[config.mk]
export PLATFORM = sky130hd
export DESIGN_NAME = shift_left2
export DESIGN_NICKNAME = d
export VERILOG_FILES = /design/src/rtl/shift_left2.sv
export SDC_FILE = /design/constraint.sdc
export NUM_CORES = 1
export LEC_CHECK = 0
export BUFFER_PORTS_ARGS = -buffer_cell sky130_fd_sc_hd__buf_2
export CAP_MARGIN = 20
export CORE_MARGIN = 2
export CORE_UTILIZATION = 40
export DETAILED_ROUTE_END_ITERATION = 12
export GPL_TIMING_DRIVEN = 0
export HOLD_SLACK_MARGIN = 0.12
export PLACE_DENSITY = 0.79
export RECOVER_POWER = 25
export SYNTH_ARGS = -nofsm -noshare
export SYNTH_HDL_FRONTEND = slang
export SYNTH_SLANG_ARGS = --single-unit
[constraint.sdc]
create_clock -name clk -period 3.2 [get_ports clk]
set_input_delay 0 -clock clk [delete_from_list [all_inputs] [get_ports clk]]
set_output_delay 0 -clock clk [all_outputs]
set_load 0.005 [all_outputs]
[src/rtl/shift_left2.sv]
// Single-stage valid/ready pipeline that logically shifts an operand left by SHIFT
// bits and flags a signed overflow when the discarded bits are not sign copies.
module shift_left2 #(
  parameter int WIDTH = 32,
  parameter int SHIFT = 2
) (
  input  logic             clk,
  input  logic             reset,
  input  logic [WIDTH-1:0] sign_extended,
  input  logic             in_valid,
  output logic             in_ready,
  output logic [WIDTH-1:0] shifted,
  output logic             overflow,
  output logic             out_valid,
  input  logic             out_ready
);

  if (WIDTH < 2 || SHIFT < 1 || SHIFT > WIDTH - 1) begin : g_bad_param
    $error("shift_left2: illegal WIDTH/SHIFT combination");
  end

  logic [WIDTH-1:0] shifted_reg;
  logic [WIDTH-1:0] shifted_next;
  logic             overflow_reg;
  logic             overflow_next;
  logic             out_valid_reg;
  logic [SHIFT:0]   top_bits;
  logic             accept;

  // Low SHIFT result bits are zero; the rest come from the operand shifted up.
  for (genvar gi = 0; gi < WIDTH; gi++) begin : g_shift
    if (gi < SHIFT) begin : g_zero
      assign shifted_next[gi] = 1'b0;
    end else begin : g_bit
      assign shifted_next[gi] = sign_extended[gi-SHIFT];
    end
  end

  // Result is representable only if every discarded bit equals the new sign bit.
  assign top_bits      = sign_extended[WIDTH-1 -: SHIFT+1];
  assign overflow_next = !((&top_bits) || !(|top_bits));

  // Reset term keeps the stage visibly ready while a held result is being discarded.
  assign in_ready = reset || !out_valid_reg || out_ready;
  assign accept   = in_valid && in_ready;

  always_ff @(posedge clk) begin
    if (reset) begin
      shifted_reg   <= '0;
      overflow_reg  <= 1'b0;
      out_valid_reg <= 1'b0;
    end else if (accept) begin
      shifted_reg   <= shifted_next;
      overflow_reg  <= overflow_next;
      out_valid_reg <= 1'b1;
    end else if (out_valid_reg && out_ready) begin
      out_valid_reg <= 1'b0;
    end
  end

  assign shifted   = shifted_reg;
  assign overflow  = overflow_reg;
  assign out_valid = out_valid_reg;

endmodule

## After elaboration in Yosys (flattened, before gate mapping)

Index checks and enable logic that the tools add are counted.

- Logic and storage cells: 16
- Memory bits (read-only): 0
- Output and inout port bits: 35
- Latch bits: 0
- RAM bits: 0
- Flip-flop bits (word level): 32
- Memories: 0
- Bits of input ports: 36

- Div/mod/pow operators: 0
- Reduce and logical (&&, ||, !) cells: 11
- Bitwise logic cells: 0
- Magnitude comparators: 0
- Shift-type cells: 0
- Equality and inequality tests: 0
- Multiply operators: 0
- Muxes and demuxes: 2
- $add $sub $neg: 0

Operators by type and width:

| kind | count |
|---|---|
| $logic_not A1 Y1 | 3 |
| $logic_or A1 B1 Y1 | 3 |
| $reduce_and A3 Y1 | 1 |
| $reduce_or A3 Y1 | 1 |
| $logic_and A1 B1 Y1 | 2 |
| $mux W1 | 2 |
| $reduce_bool A2 Y1 | 1 |

## Depth between registers and ports, before layout

- Depth in word-level cells: 5
- Mapped depth: 5
- Depth with buffers taken out: 3

## Worst setup path after synthesis

No wires, ideal clock.

- Path kind: register -> register
- From: register out_valid_reg, in the netlist out_valid
- To: register shifted_reg[10], in the netlist shifted[10]
- Library setup time: 0.116 ns
- Stages on the path, launching flop included: 6
- Required time: 3.084 ns
- Period minus slack after synthesis: 1.409 ns
- Data arrival time: 1.293 ns
- Slack: 1.791 ns
- Path buffers: 2
- Path through: dfxtp_1 -> or3b_1 -> and2_1 -> buf_6 -> buf_6 -> a31o_1

- Cells in the longest elaborated chain, start to end: 4

RTL lines:

| item | RTL line | text |
|---|---|---|
| start, declared | 26 | `logic out_valid_reg;` |
| start signal, assigned | 51 | `out_valid_reg <= 1'b0;` |
| start signal, assigned | 55 | `out_valid_reg <= 1'b1;` |
| start signal, assigned | 57 | `out_valid_reg <= 1'b0;` |
| $logic_not A1 Y1 | 44 | `assign in_ready = reset \|\| !out_valid_reg \|\| out_ready;` |
| $logic_or A1 B1 Y1 (2 in series) | 44 |  |
| $logic_and A1 B1 Y1 | 45 | `assign accept = in_valid && in_ready;` |
| end signal, assigned | 53 | `shifted_reg <= shifted_next;` |
| end, declared | 22 | `logic [WIDTH-1:0] shifted_reg;` |

Every way passes these cells.
A chain may end at the register's enable or synchronous reset.

## Final worst setup path

- From: register out_valid_reg, in the netlist out_valid
- To: register shifted_reg[4], in the netlist shifted[4]

The elaborated chain is that of the path after synthesis.

==> metrics.txt <==
# TYPE chip_impl_metric gauge
chip_impl_metric{name="design.die.area",unit="mm^2"} 0.004016
chip_impl_info{name="ys_dominant_reg_cell",value="sky130_fd_sc_hd__dfxtp_1"} 1
chip_impl_metric{name="synthArstFlopShare",unit="%"} 0
chip_impl_metric{name="post-route-drc-count",unit=""} 0
chip_impl_metric{name="worst_r2r_path_depth",unit=""} 5
chip_impl_metric{name="number_of_synthesized_flops_with_an_enable_pin",unit=""} 0
chip_impl_metric{name="grt_antenna_before_repair",unit=""} 0
chip_impl_metric{name="pin_count_of_the_biggest_net_entering_global_routing",unit=""} 11
chip_impl_metric{name="leakage",unit="uW"} 0.0009775
chip_impl_metric{name="netlist-cell-type-count",unit=""} 20
chip_impl_metric{name="synth.yosys.seq_area_share",unit="%"} 45.43
chip_impl_metric{name="place_inst",unit=""} 267
chip_impl_metric{name="antenna_cells",unit=""} 0
chip_impl_metric{name="core-area",unit="mm^2"} 0.003363
chip_impl_metric{name="clkLatencyLatePin",unit="ps"} 340
chip_impl_metric{name="chipHeight",unit="um"} 63.38
chip_impl_metric{name="pin_count",unit=""} 71
chip_impl_metric{name="power.share.combinational",unit="%"} 19.5
chip_impl_info{name="mostFrequentLayoutCell",value="sky130_fd_sc_hd__buf_2"} 1
chip_impl_info{name="layout.cells.most_common_list",value="sky130_fd_sc_hd__buf_2 (64), sky130_fd_sc_hd__dlygate4sd3_1 (32), sky130_fd_sc_hd__dfxtp_1 (32)"} 1
chip_impl_info{name="critical_path_class",value="register to register"} 1
chip_impl_metric{name="postSynthRegisterBits",unit=""} 32
chip_impl_metric{name="finalWirelength",unit="mm"} 4.274
chip_impl_metric{name="num_rows",unit=""} 21
chip_impl_metric{name="largest_register_ffs",unit=""} 30
chip_impl_metric{name="avg_inst_size_synth",unit="um^2"} 9.277
chip_impl_metric{name="area_growth",unit="%"} 54.92
chip_impl_info{name="cts_root_buf",value="sky130_fd_sc_hd__clkbuf_4"} 1
chip_impl_metric{name="routedWlPerCell",unit="um"} 13.92
chip_impl_metric{name="clock_power_share",unit="%"} 28.9
chip_impl_info{name="critical_path.most_common_cell",value="sky130_fd_sc_hd__buf_2"} 1
chip_impl_metric{name="worst_clock_skew",unit="ps"} 5.428
chip_impl_metric{name="grt_pass1_wl",unit="mm"} 6.948
chip_impl_metric{name="initial_utilization",unit="%"} 41.93
chip_impl_metric{name="dp_hpwl",unit="mm"} 2.582
chip_impl_metric{name="final-instance-count-excl-fill",unit=""} 307
chip_impl_metric{name="fmax",unit="MHz"} 664.6
chip_impl_metric{name="first_pass_iters",unit=""} 4
chip_impl_metric{name="critical-path-max-stage-delay",unit="ps"} 380
chip_impl_metric{name="max-cap-violations",unit=""} 0
chip_impl_metric{name="drtIter0Drc",unit=""} 56
chip_impl_metric{name="routed_via_density",unit=""} 5.055
chip_impl_metric{name="synth_warnings",unit=""} 0
chip_impl_metric{name="clk_pin_slew_worst_paths",unit="ps"} 100
chip_impl_info{name="tritoncts",value="done"} 1
chip_impl_metric{name="synth_area",unit="mm^2"} 0.001410
chip_impl_info{name="critical-path-slowest-cell",value="sky130_fd_sc_hd__or3b_1"} 1
chip_impl_metric{name="finalCritPeriodShare",unit="%"} 47.02
chip_impl_metric{name="cellInternalPower",unit="uW"} 621.8
chip_impl_info{name="startpoint_type",value="register"} 1
chip_impl_info{name="crit_path_cell_trace",value="or3b_1 > buf_2 > buf_2 > a21oi_1 > a31o_1"} 1
chip_impl_metric{name="globalplace.congestion",unit=""} 0.7771
chip_impl_metric{name="critical_path_required",unit="ps"} 3490
chip_impl_info{name="critPathCaptureType",value="register"} 1
chip_impl_metric{name="ctsLongestPathBuffers",unit=""} 2
chip_impl_metric{name="dr_total_vias",unit=""} 1552
chip_impl_metric{name="h-tree-depth",unit=""} 2
chip_impl_metric{name="post_synth_inst_count",unit=""} 152
chip_impl_metric{name="leftover_overflow_at_the_end_of_global_routing",unit=""} 0
chip_impl_metric{name="drive_above_1_share",unit="%"} 29.50
chip_impl_metric{name="switching_share",unit="%"} 26.41
chip_impl_info{name="setup_repair_after_global_routing_missed_its_margin",value="false"} 1
chip_impl_metric{name="p_per_area",unit="mW/mm^2"} 386.8
chip_impl_metric{name="globalRouteTotalUtil",unit="%"} 22.32
chip_impl_metric{name="netSwitchingPower",unit="uW"} 223.1
chip_impl_metric{name="fin_nets",unit=""} 296
chip_impl_metric{name="first_global_vias",unit=""} 1493
chip_impl_metric{name="irDropWorstVdd",unit="uV"} 367.9
chip_impl_metric{name="critical_path.max_fanout",unit=""} 10
chip_impl_metric{name="timing_hold_violations_final",unit=""} 0
chip_impl_metric{name="post-route-util",unit="%"} 64.96
chip_impl_metric{name="chipWidth",unit="um"} 63.38
chip_impl_metric{name="post-route-cell-area",unit="mm^2"} 0.002185
chip_impl_info{name="outcome",value="completed"} 1
chip_impl_metric{name="setup_violations",unit=""} 0
chip_impl_metric{name="ant_nets",unit=""} 0
chip_impl_metric{name="port_buffers",unit=""} 68
chip_impl_metric{name="power_frac_seq",unit="%"} 51.6
chip_impl_metric{name="slew_viol_final",unit=""} 0
chip_impl_info{name="min-delay-path-class",value="input pin to register"} 1
chip_impl_metric{name="clock_sink_total",unit=""} 32
chip_impl_metric{name="worst-endpoint-arrival",unit="ps"} 1790
chip_impl_metric{name="postPlaceCellArea",unit="mm^2"} 0.001812
chip_impl_metric{name="holdPathStages",unit=""} 4
chip_impl_metric{name="cts_buffers",unit=""} 5
chip_impl_metric{name="timing.setup.tns",unit="ps"} 0
chip_impl_metric{name="final.min_clock_period",unit="ps"} 1505
chip_impl_metric{name="total_power",unit="uW"} 844.9
logic make-up (layout without fill, tap and decap cells):
kind of cell | after synthesis | in the layout | share of synthesized area [%]
AND/OR/NAND/NOR | 36 | 36 | 15.53
buffers and inverters | 20 | 128 | 7.719
other | 1 | 2 | 0.2659
AO/OA/AOI/OAI | 63 | 63 | 31.06
flip-flops | 32 | 32 | 45.43
cell type report:
| cell class | instances | area [um^2] |
|---|---|---|
| fill | 314 | 1179 |
| multi-input combinational | 101 | 664.4 |
| timing repair buffer | 100 | 651.9 |
| sequential | 32 | 640.6 |
| buffer | 18 | 101.3 |
| tap | 46 | 57.56 |
| clock buffer | 6 | 51.30 |
| clock inverter | 2 | 10.01 |
| inverter | 2 | 7.507 |
timing repair:
action,CTS,global route
resized for setup,0,0
endpoints found under the hold margin,31,0
setup buffers,0,0
hold buffers,32,0
cell usage after synthesis, types with 2 or more instances:
master                      n  share of area, %
sky130_fd_sc_hd__nand2b_1  27                12
sky130_fd_sc_hd__clkbuf_1   9               2.4
sky130_fd_sc_hd__buf_2      3               1.1
sky130_fd_sc_hd__nand3_1    4               1.4
sky130_fd_sc_hd__buf_6      3               2.4
sky130_fd_sc_hd__a21bo_1    4               2.8
sky130_fd_sc_hd__buf_4      2               1.1
sky130_fd_sc_hd__a31o_1    26                16
sky130_fd_sc_hd__inv_1      2              0.53
sky130_fd_sc_hd__dfxtp_1   32                45
sky130_fd_sc_hd__a21oi_1   31                11
metal layers:
layer / vias up / GRT usage (%) / wire, um
li1: 755 / - / -
met1: 717 / 24.86 / 1645
met2: 62 / 39.08 / 2242
met5: - / 0 / 0
met3: 18 / 6.250 / 251
met4: 0 / 10.33 / 135
critical path: cells and delay by family (launching register included):
kind,cells,cell delay [ps]
AND/OR/NAND/NOR,1,380
flip-flops,1,340
AO/OA/AOI/OAI,2,330
buffers and inverters,2,410
final timing paths:
path | start | end | slack [ps]
setup / recovery | out_valid | shifted[4] | 1700
hold / removal | in_valid | shifted[24] | 180
setup reg to reg | out_valid | shifted[4] | 1700
hold reg to reg | shifted[20] | shifted[20] | 580
power by group through the flow:
stage / Sequential, uW / Combinational, uW / Clock [uW]
6_report: 436 / 165 / 244
4_1_cts: 436 / 163 / 250
5_1_grt: 439 / 180 / 274
3_3_place_gp: 445 / 131 / 0
2_1_floorplan: 447 / 67.9 / 0
3_5_place_dp: 445 / 133 / 0
through the flow:
| stage | worst slack, ps | hold slack [ps] |
|---|---|---|
| final | 1695 | 177.0 |
| after global placement | 1753 | 218.1 |
| after global routing | 1603 | 193.7 |
| after detailed placement | 1734 | 220.6 |
| after CTS | 1704 | 172.3 |
| after floorplan | 1791 | 134.2 |
Note: power is estimated with default switching activity, not from simulation.
